===== src/rtl/instr_fetch_unit.sv =====
// Instruction fetch unit: reads 16-bit instructions from a synchronous program memory,
// issues each to the control FSM with Run until Done, consumes HALT, and guards EXEC with a watchdog.
module instr_fetch_unit #(
  parameter int unsigned ADDR_W     = 8,
  parameter int unsigned START_ADDR = 0,
  parameter int unsigned MEM_LAT    = 1,
  parameter int unsigned TIMEOUT    = 16
) (
  input  logic              clock,
  input  logic              Rest,
  input  logic              start,
  input  logic              Done,
  input  logic [15:0]       mem_rdata,
  output logic [ADDR_W-1:0] mem_addr,
  output logic              mem_rd,
  output logic [15:0]       instruction,
  output logic              Run,
  output logic [ADDR_W-1:0] pc,
  output logic              busy,
  output logic              halted,
  output logic              fault
);

  localparam int unsigned LatW = (MEM_LAT > 1) ? $clog2(MEM_LAT + 1) : 1;
  localparam int unsigned WdW  = (TIMEOUT > 1) ? $clog2(TIMEOUT + 1) : 1;
  localparam logic [ADDR_W-1:0] StartPc = ADDR_W'(START_ADDR);
  localparam logic [LatW-1:0]   LatInit = LatW'(MEM_LAT);

  typedef enum logic [2:0] {StIdle, StFetch, StWait, StExec, StHalt} state_e;

  state_e            state_q, state_d;
  logic [ADDR_W-1:0] pc_q, pc_d;
  logic [ADDR_W-1:0] addr_q, addr_d;
  logic [15:0]       instr_q, instr_d;
  logic [LatW-1:0]   lat_q, lat_d;
  logic [WdW-1:0]    wd_q, wd_d;
  logic              fault_q, fault_d;
  logic              rd_q, rd_d;
  logic              run_q, run_d;
  logic              busy_q, busy_d;
  logic              halted_q, halted_d;

  always_comb begin
    state_d = state_q;
    pc_d    = pc_q;
    addr_d  = addr_q;
    instr_d = instr_q;
    lat_d   = lat_q;
    wd_d    = wd_q;
    fault_d = fault_q;
    unique case (state_q)
      StIdle, StHalt: begin
        if (start) begin
          state_d = StFetch;
          pc_d    = StartPc;
          addr_d  = StartPc;
          fault_d = 1'b0;
        end
      end
      StFetch: begin
        state_d = StWait;
        lat_d   = LatInit;
      end
      StWait: begin
        lat_d = lat_q - 1'b1;
        // Counter reaching 1 marks the cycle in which mem_rdata is valid.
        if (lat_q == LatW'(1)) begin
          instr_d = mem_rdata;
          wd_d    = '0;
          state_d = (mem_rdata[15:13] == 3'b111) ? StHalt : StExec;
        end
      end
      StExec: begin
        wd_d = wd_q + 1'b1;
        if (Done) begin
          state_d = StFetch;
          pc_d    = pc_q + 1'b1;
          addr_d  = pc_q + 1'b1;
        end else if ((TIMEOUT != 0) && ((32'(wd_q) + 32'd1) == TIMEOUT)) begin
          fault_d = 1'b1;
          state_d = StHalt;
        end
      end
      default: state_d = StIdle;
    endcase

    // Outputs are registered copies of the decoded next state.
    rd_d     = (state_d == StFetch);
    run_d    = (state_d == StExec);
    busy_d   = (state_d == StFetch) || (state_d == StWait) || (state_d == StExec);
    halted_d = (state_d == StHalt);
  end

  always_ff @(posedge clock) begin
    if (Rest) begin
      state_q  <= StIdle;
      pc_q     <= StartPc;
      addr_q   <= '0;
      instr_q  <= 16'h0000;
      lat_q    <= '0;
      wd_q     <= '0;
      fault_q  <= 1'b0;
      rd_q     <= 1'b0;
      run_q    <= 1'b0;
      busy_q   <= 1'b0;
      halted_q <= 1'b0;
    end else begin
      state_q  <= state_d;
      pc_q     <= pc_d;
      addr_q   <= addr_d;
      instr_q  <= instr_d;
      lat_q    <= lat_d;
      wd_q     <= wd_d;
      fault_q  <= fault_d;
      rd_q     <= rd_d;
      run_q    <= run_d;
      busy_q   <= busy_d;
      halted_q <= halted_d;
    end
  end

  assign mem_addr    = addr_q;
  assign mem_rd      = rd_q;
  assign instruction = instr_q;
  assign Run         = run_q;
  assign pc          = pc_q;
  assign busy        = busy_q;
  assign halted      = halted_q;
  assign fault       = fault_q;

endmodule


===== config.mk =====
export PLATFORM = sky130hd
export DESIGN_NAME = instr_fetch_unit
export DESIGN_NICKNAME = d
export VERILOG_FILES = /design/src/rtl/instr_fetch_unit.sv
export SDC_FILE = /design/constraint.sdc
export NUM_CORES = 1
export LEC_CHECK = 0
export CORE_AREA = 2 2 72 74
export CTS_CLUSTER_DIAMETER = 100
export CTS_CLUSTER_SIZE = 25
export DETAILED_ROUTE_END_ITERATION = 6
export DIE_AREA = 0 0 74 76
export HOLD_SLACK_MARGIN = 0.15
export PLACE_DENSITY = 0.6
export SYNTH_ARGS = -nofsm -noshare
export SYNTH_HDL_FRONTEND = slang
export SYNTH_SLANG_ARGS = --single-unit

===== constraint.sdc =====
create_clock -name clock -period 1.8 [get_ports clock]
set_input_delay 0.27 -clock clock [delete_from_list [all_inputs] [get_ports clock]]
set_output_delay 0.27 -clock clock [all_outputs]
set_load 0.01 [all_outputs]

==> summary.md <==
| Metric | Value |
|---|---|
| Outcome | finished, final reports clean |
| Setup TNS | 0 ns |
| Die Y | 76 um |
| Setup bufs post-CTS | 0 |
| CP peak stage delay | 0.59 ns |
| Initial Util | 0.3344 |
| Area growth from synthesis to layout | 44.48% |
| Hold path startpoint | instruction[10] |
| Post-DR wirelength/cell | 11.69 um |
| Drt pass-1 iters | 4 |
| Fmax achieved | 621.0 MHz |
| Post-route insts no fill | 314 |
| Placed insts | 306 |
| Peak supply drop | 0.4019 mV |
| Worst-margin pin slew | 0.4059 ns |
| Sw Share | 0.2320 |
| Worst skew pair latency | 0.29 ns |
| CP top delay family | buffers and inverters |
| GRT overflow | 0 |
| Worst-path fanout max | 7 |
| Yosys reg bits | 38 |
| Hold Path Class | flop to flop |
| Relative slew slack | 0.7294 |
| Share of cells above drive strength 1 | 0.09426 |
| Via density | 4.637 |
| Share of total power in combinational logic | 0.138 |
| Die area | 5624 um^2 |
| Hold endpoint | instruction[10] |
| Leakage | 0.8884 nW |
| Vias in the first global route | around 1,300 |
| Crit share post-route | 0.8946 |
| R2r setup slk | 0.20 ns |
| H-tree depth | 2 |
| Mapped Nets | 211 |
| CP max-delay cell | clkdlybuf4s50_1 |
| Syn. warnings | 0 |
| Sequential fraction of the synthesis area | 0.4631 |
| Highest metal used | met4 |
| Via total after detailed routing | 1,456 |
| CP Buf/Inv Count | 1 |
| Clk sink count | 38 |
| Final ANT Viol Nets | 0 |
| Die Wd | 74 um |
| Worst EP arrival | between 1 and 1.5 ns |
| Unrepaired setup endpoints after global routing | no |
| CTS tree | built |
| Switching pwr | 476.2 uW |
| Crit Path Category | flop to output port |
| Gate Count Post-Synth | 189 |
| CP cell instances | clkdlybuf4s50_1 |
| Slew Viols, Final | 0 |
| Unique cell type count in the Yosys netlist | 33 |
| WHS Path Cells | 2 |
| # IOs | 57 |
| Total of fill cells in the finished design | 470 |
| Final nets | approximately 270 |
| Synth Cell Area | 1643 um^2 |
| Clock Skews | about 0.0040 ns |
| Pin count of the biggest net entering global routing | 18 |
| GPL Wtd Cong | ~0.77 |
| Crit start category | flop |
| Std-Cell Rows | 26 |
| Clock power share | 0.421 |
| Finish-stage setup viols | 0 |
| Flop pwr share | 0.440 |
| Int Pwr | 1.576 mW |
| Ant diodes | 0 |
| Post-detailed-placement half-perimeter wirelength | between 2 and 3 mm |
| Final hold vios | 0 |
| Reg2reg path depth | 4 |
| Remaining DRCs | 0 |
| Clock transition at path regs | 0.08 ns |
| Root buf cell | clkbuf_8 |
| Worst r2r src | state_q[2] |
| CTS Buffer Depth | 2 |
| CP Capture Type | output port |
| Initial antenna violation count | 0 |
| Mean Syn Cell Area | 8.692 um^2 |
| DR iter-0 viols | 71 |
| Max-cap violations | 0 |
| All-Layer GR Usage | 0.1389 |
| R2R Path End | busy |
| Critical path depth in cells | 1 |
| Final wirelength | 3.672 mm |
| PostCTS Resize Cnt | 0 |
| Port buffer count | 56 |
| Core area | ~4900 um^2 |
| Pwr dens | 864.8 nW/um^2 |
| CTS buffer count | 5 |
| M1 WL | 1.726 mm |
| Required time of the critical path | 1.53 ns |
| Met2 WL post-DR | 1.630 mm |
| Routed wl met3 | 266 um |
| First-pass GRT wire length | 6.182 mm |
| Hold buffers post-CTS | 0 |
| Min Tclk post-route | 1.610 ns |
logic make-up (layout without fill, tap and decap cells):
family | Yosys count | in the layout | share of synthesized area
flops | 38 | 38 | 0.4631
fa+ha+maj | 2 | 2 | 0.01523
buf+inv | 16 | 71 | 0.06550
xor+xnor | 6 | 6 | 0.03199
compound gates | 39 | 39 | 0.1576
simple gates | 88 | 88 | 0.2666
metrics by stage:
step / worst slack (ns) / area [um^2] / util / power (mW) / hold WS [ns]
after floorplan: 0.3712 / 1643 / - / 1.078 / 0.3416
after global placement: 0.1665 / 2236 / 0.4552 / 1.210 / 0.4422
after detailed placement: 0.1475 / 2236 / 0.4552 / 1.210 / 0.4461
after CTS: 0.1725 / 2374 / 0.4832 / 2.080 / 0.4579
after global routing: 0.08989 / 2374 / 0.4832 / 2.158 / 0.4707
final: 0.1898 / 2374 / 0.4832 / 2.053 / 0.4547
layout make-up:
type	count	area (um^2)	share of cell area
Multi-Input combinational cell	135	774.5	0.3263
Sequential cell	38	760.7	0.3205
Timing Repair Buffer	63	613.1	0.2583
Tap cell	70	87.58	0.03690
Clock buffer	5	68.82	0.02899
Clock inverter	3	68.82	0.02899
state kept, by name, indices dropped and copies added (netlist names):
register,count
instruction,16
mem_addr,8
wd_q,5
state_q,3
Run,1
busy,1
fault,1
halted,1
lat_q,1
mem_rd,1
cells in the final DEF, fill, tap and decap left out, types with 2 or more instances in the layout:
| cell type | count |
|---|---|
| a21oi_1 | 27 |
| nand3b_1 | 3 |
| nor2b_1 | 2 |
| nand3_1 | 4 |
| a22oi_1 | 2 |
| clkbuf_8 | 5 |
| and3_1 | 2 |
| nand4_1 | 6 |
| ha_1 | 2 |
| nor2_1 | 21 |
| nand2_1 | 35 |
| nor3_1 | 6 |
| xor2_1 | 6 |
| bufinv_16 | 2 |
| dfxtp_1 | 38 |
| a211oi_1 | 3 |
| clkdlybuf4s50_1 | 56 |
| and3b_1 | 2 |
| buf_4 | 7 |
layer usage:
layer,vias to the layer above,track usage
li1,753,-
met1,656,0.1793
met2,42,0.2170
met3,5,0.04630
met4,0,0.04364
met5,-,0
power groups by stage:
stage	Sequential, mW	Clock [mW]	Combinational, mW
2_1_floorplan	0.929	0	0.149
3_3_place_gp	0.925	0	0.285
3_5_place_dp	0.925	0	0.285
4_1_cts	0.905	0.888	0.287
5_1_grt	0.911	0.933	0.315
6_report	0.904	0.865	0.284
worst max path at each step:
stage                   from     endpoint
3_5_place_dp   mem_rdata[13]         busy
2_1_floorplan     state_q[2]         busy
3_3_place_gp   mem_rdata[14]         busy
6_report         mem_addr[1]  mem_addr[1]
4_1_cts          mem_addr[1]  mem_addr[1]
5_1_grt           state_q[2]         busy
worst register-to-register path: stages, from the launching register on:
cell	delay (ns)
dfxtp_1	0.45
and3b_1	0.35
a22o_4	0.31
a221oi_2	0.24
a211oi_1	0.12
Yosys cell counts:
master / n / area (um^2)
dfxtp_1: 38 / 760.7
nand2_1: 35 / 131.4
a21oi_1: 27 / 135.1
nor2_1: 21 / 78.83
buf_4: 8 / 60.06
nand4_1: 6 / 37.54
nor3_1: 6 / 30.03
xor2_1: 6 / 52.55
clkbuf_1: 4 / 15.01
nand3_1: 4 / 20.02
a211oi_1: 3 / 22.52
nand3b_1: 3 / 22.52
a22oi_1: 2 / 15.01
and3_1: 2 / 12.51
and3b_1: 2 / 17.52
buf_2: 2 / 10.01
buf_6: 2 / 22.52
ha_1: 2 / 25.02
nor2b_1: 2 / 12.51
a21o_1: 1 / 7.510
a221oi_2: 1 / 15.01
a22o_4: 1 / 17.52
and4b_1: 1 / 10.01
nand2b_1: 1 / 6.260
nand3b_4: 1 / 20.02
nand4_2: 1 / 12.51
nor2_2: 1 / 6.260
nor2b_4: 1 / 13.76
nor4_1: 1 / 6.260
o21ai_0: 1 / 5.000
o21ai_1: 1 / 5.000
o21ba_2: 1 / 10.01
o311ai_4: 1 / 26.28
(Power assumes the default switching activity.)
